**src/rtl/operand_loader.sv**
```systemverilog
// rtl/operand_loader.sv - debounced pushbutton loader latching switch operands for the ALU core
// All raw inputs are double-synchronized; a four-state debounce FSM gates the operand latch.
module operand_loader #(
  parameter int DEBOUNCE_CYCLES = 1000000
) (
  input  logic       clk_100Mhz,
  input  logic       reset,
  input  logic [3:0] sw_a,
  input  logic [3:0] sw_b,
  input  logic [3:0] sw_sel,
  input  logic       btn_load,
  output logic [3:0] data_a,
  output logic [3:0] data_b,
  output logic [3:0] alu_sel,
  output logic       load_valid,
  output logic [7:0] load_count,
  output logic [1:0] btn_state
);

  localparam int CNT_W = $clog2(DEBOUNCE_CYCLES);
  localparam logic [CNT_W-1:0] CNT_ONE  = CNT_W'(1);
  localparam logic [CNT_W-1:0] CNT_LAST = CNT_W'(DEBOUNCE_CYCLES - 1);

  typedef enum logic [1:0] {
    IDLE         = 2'd0,
    PRESS_WAIT   = 2'd1,
    HELD         = 2'd2,
    RELEASE_WAIT = 2'd3
  } state_e;

  logic [12:0] sync1_q;
  logic [12:0] sync2_q;
  logic [3:0]  sw_a_s;
  logic [3:0]  sw_b_s;
  logic [3:0]  sw_sel_s;
  logic        btn_s;

  state_e           state_q, state_d;
  logic [CNT_W-1:0] cnt_q, cnt_d;
  logic             latch;

  logic [3:0] data_a_q, data_b_q, alu_sel_q;
  logic       load_valid_q;
  logic [7:0] load_count_q;

  always_ff @(posedge clk_100Mhz) begin
    if (reset) begin
      sync1_q <= '0;
      sync2_q <= '0;
    end else begin
      sync1_q <= {btn_load, sw_sel, sw_b, sw_a};
      sync2_q <= sync1_q;
    end
  end

  assign sw_a_s   = sync2_q[3:0];
  assign sw_b_s   = sync2_q[7:4];
  assign sw_sel_s = sync2_q[11:8];
  assign btn_s    = sync2_q[12];

  always_ff @(posedge clk_100Mhz) begin
    if (reset) begin
      state_q <= IDLE;
      cnt_q   <= '0;
    end else begin
      state_q <= state_d;
      cnt_q   <= cnt_d;
    end
  end

  // The counter holds the number of consecutive samples at the level that would change state.
  always_comb begin
    state_d = state_q;
    cnt_d   = cnt_q;
    latch   = 1'b0;
    case (state_q)
      IDLE: begin
        if (btn_s) begin
          state_d = PRESS_WAIT;
          cnt_d   = CNT_ONE;
        end else begin
          cnt_d = '0;
        end
      end
      PRESS_WAIT: begin
        if (!btn_s) begin
          state_d = IDLE;
          cnt_d   = '0;
        end else if (cnt_q == CNT_LAST) begin
          state_d = HELD;
          cnt_d   = '0;
          latch   = 1'b1;
        end else begin
          cnt_d = cnt_q + CNT_ONE;
        end
      end
      HELD: begin
        if (!btn_s) begin
          state_d = RELEASE_WAIT;
          cnt_d   = CNT_ONE;
        end else begin
          cnt_d = '0;
        end
      end
      RELEASE_WAIT: begin
        if (btn_s) begin
          state_d = HELD;
          cnt_d   = '0;
        end else if (cnt_q == CNT_LAST) begin
          state_d = IDLE;
          cnt_d   = '0;
        end else begin
          cnt_d = cnt_q + CNT_ONE;
        end
      end
      default: begin
        state_d = IDLE;
        cnt_d   = '0;
      end
    endcase
  end

  always_ff @(posedge clk_100Mhz) begin
    if (reset) begin
      data_a_q     <= '0;
      data_b_q     <= '0;
      alu_sel_q    <= '0;
      load_valid_q <= 1'b0;
      load_count_q <= '0;
    end else begin
      load_valid_q <= latch;
      if (latch) begin
        data_a_q     <= sw_a_s;
        data_b_q     <= sw_b_s;
        alu_sel_q    <= sw_sel_s;
        load_count_q <= load_count_q + 8'd1;
      end
    end
  end

  assign data_a     = data_a_q;
  assign data_b     = data_b_q;
  assign alu_sel    = alu_sel_q;
  assign load_valid = load_valid_q;
  assign load_count = load_count_q;
  assign btn_state  = state_q;

endmodule

```
**config.mk**
```make
export PLATFORM = sky130hd
export DESIGN_NAME = operand_loader
export DESIGN_NICKNAME = d
export VERILOG_FILES = /design/src/rtl/operand_loader.sv
export SDC_FILE = /design/constraint.sdc
export NUM_CORES = 1
export LEC_CHECK = 0
export ABC_AREA = 1
export CORE_ASPECT_RATIO = 1.4
export CORE_UTILIZATION = 54
export DETAILED_ROUTE_END_ITERATION = 6
export GPL_TIMING_DRIVEN = 0
export PLACE_DENSITY = 0.84
export SYNTH_ARGS = -nofsm -noshare
export SYNTH_HDL_FRONTEND = slang
export SYNTH_SLANG_ARGS = --single-unit
```
**constraint.sdc**
```tcl
create_clock -name clk_100Mhz -period 1.96 [get_ports clk_100Mhz]
set_input_delay 0.294 -clock clk_100Mhz [delete_from_list [all_inputs] [get_ports clk_100Mhz]]
set_output_delay 0.294 -clock clk_100Mhz [all_outputs]
set_load 0.005 [all_outputs]
```
==> out/qor.yml <==
critical_path.startpoint: "cnt_q[0]$_SDFF_PP0_"
io_pins: 38
r2r_start: "cnt_q[0]$_SDFF_PP0_"
yosys_register_bits: 69
rrSetupSlack_ns: 0.28
clk_pin_slew_ns: 0.08
num_rows: 30
synth_area_leaders: "dfxtp_1 (49%), nor2_1 (10%), nand2_1 (8.6%), inv_1 (6.6%), nand3_1 (5.5%)"
fin_setup_tns_ns: 0
post_drt_via_cell_ratio: 5.01
synth_ff_type: "dfxtp_1"
grt_pass1_wl_mm: 9.68
fin_crit_ns: 1.68
drt_iter0_drc: 156
cts_tree: "yes"
clk_latency_ns: 0.35
die_w_um: 63.3
synth_most_common_cell: "nor2_1"
start_util_pct: 57.3
worst_pin_slew_ns: 0.500
ys_types: 26
gr-total-overflow: 0
floorplan.die_area_mm2: 0.00556
synthTopCellsByCount: "nor2_1 (77), dfxtp_1 (69), nand2_1 (65), inv_1 (50), nand3_1 (31)"
syn-mean-instance-area_um2: 7.48
antennaDiodeCount: 0
layout.nets: 444
yosysTopAreaCell: "dfxtp_1"
ys_seq_area_share_pct: 48.6
hpwlAfterDp_mm: 4.28
core_mm2: 0.00495
power_leakage_nw: 1.34
hold_depth: 3
async_reset_ff_share_pct: 0
ff2ff_path_depth: 9
first_pass_iters: 5
slew_viol_final: 0
ant_nets: 0
cap_violations: 0
syn_area_mm2: 0.00284
synth_fp_nets: 397
area_delta_synth_final_pct: 22.8
drc: 0
r2r_end: "data_a[3]$_SDFFE_PP0P_"
clkSinkCount: 69
holdCritStartpoint: "reset"
cp-end-kind: "register"
ir_drop_mv: 0.509
post-place-ws_ns: 0.310
grt_pass1_vias: 2352
crit_path_start_kind: "register"
worst_ep_arrival_time_ns: 1.90
rsz0062_at_grt: "false"
routedWlPerCell_um: 11.8
via_count: 2486
cp.required_ns: 2.18
hold_buffers: 0
cts_made_buffers: 9
numPortBuffers: 36
gp_congestion: 0.881
grt_start_max_net_pins: 14
p_per_area_mw_per_mm2: 777
slew_headroom_pct: 66.7
drt_wl_total_mm: 5.84
cp_max_fo: 10
final-setup-viol-count: 0
synth_edf_count: 0
critPathKind: "reg -> reg"
cts_root_buffer: "clkbuf_8"
status: "finished clean"
period_share_pct: 85.5
max_freq_ghz: 0.597
cts_post_setup_buffers_inserted: 0
cts_buffer_depth: 2
ctsHtreeMaxLevel: 3
yosysTopAreaCellShare_pct: 48.6
fin_ws_ns: 0.284
ys_warn_count: 0
cts_resized: 0
drive_above_1_share_pct: 9.26
hold_viol: 0
hold_path.class: "in -> reg"
gr-usage-all-layers_pct: 22.9
min_to: "cnt_q[0]$_SDFF_PP0_"
syn_inst: 380
die_h_um: 87.8
antenna_found_initial: 0
skew_ns: 0.0102
-- logic make-up after synthesis --
| family | share of synthesized area (%) |
|---|---|
| simple gates | 31.2 |
| buf+inv | 9.86 |
| compound gates | 4.54 |
| flops | 48.6 |
| fa+ha+maj | 0.881 |
| xor+xnor | 4.93 |
-- layout by cell type, fill, tap and decap left out, drive strengths merged --
| master | count |
|---|---|
| bufinv | 1 |
| nor3 | 14 |
| a21boi | 1 |
| inv | 56 |
| o21ai | 1 |
| a21oi | 22 |
| clkinv | 4 |
| dfxtp | 69 |
| clkdlybuf4s50 | 36 |
| nor2 | 80 |
| ha | 2 |
| buf | 8 |
| clkbuf | 15 |
| xnor2 | 5 |
| xor2 | 11 |
| nand3 | 35 |
| nand2 | 66 |
| a31oi | 1 |
| nand4 | 5 |
-- critical path: stages, from the launching register on --
cell      delay (ns)
dfxtp_1         0.35
ha_1            0.21
nand3_1         0.17
clkinv_1        0.10
nand2_1         0.06
nor2_1          0.13
nand4_1         0.14
buf_2           0.22
nand2_1         0.10
a21oi_1         0.07
-- metal layers --
metal	track usage, %	vias to the layer above	share of wire (%)
met1	22.0	1135	39
met5	0	-	0
li1	-	1267	-
met3	5.34	18	3.4
met2	43.2	66	54
met4	15.7	0	3.3
-- sequential cells by signal, indices dropped and copies added (netlist names), named ones only --
| name | cells |
|---|---|
| sync2_q | 13 |
| load_valid | 1 |
| btn_state | 1 |
| data_b | 4 |
| cnt_q | 20 |
| alu_sel | 4 |
| data_a | 4 |
| load_count | 8 |
| sync1_q | 13 |
-- stage by stage --
step | utilization [%] | hold slack (ns) | cells | total power (W) | area (um2)
final | 70.4 | 0.385 | 496 | 0.00271 | 3490
after floorplan | - | 0.388 | 380 | 0.00151 | 2840
after global placement | 66.2 | 0.389 | 480 | 0.00155 | 3280
after CTS | 70.4 | 0.370 | 496 | 0.00273 | 3490
after global routing | 70.4 | 0.404 | 496 | 0.00282 | 3490
after detailed placement | 66.2 | 0.393 | 480 | 0.00155 | 3280
-- area by class of cell --
type	count	area [um2]
inverters	55	206
clock inverters	6	70.1
well taps	64	80.1
multi-input cells	243	1180
plain buffers	13	73.8
clock buffers	10	138
fillers	409	1470
flip-flops and latches	69	1380
repair buffers	36	360
-- report_power, final --
part           internal, W  switching, W  leakage (nW)  total (W)
Clock             0.000633      0.000563         0.107    0.00120
Sequential         0.00143    0.00000834         0.561    0.00144
Combinational    0.0000381     0.0000417         0.676  0.0000798
Total              0.00210      0.000613          1.34    0.00271
-- worst max-delay path by stage --
stage	cells past startpoint	endpoint	slack, ns
6_report	9	data_a[3]$_SDFFE_PP0P_	0.28
5_1_grt	9	data_a[3]$_SDFFE_PP0P_	0.14
4_1_cts	7	cnt_q[19]$_SDFF_PP0_	0.30
3_5_place_dp	7	cnt_q[19]$_SDFF_PP0_	0.31
3_3_place_gp	7	cnt_q[10]$_SDFF_PP0_	0.35
2_1_floorplan	7	cnt_q[9]$_SDFF_PP0_	0.57
Power figures use the tool's default switching activity.
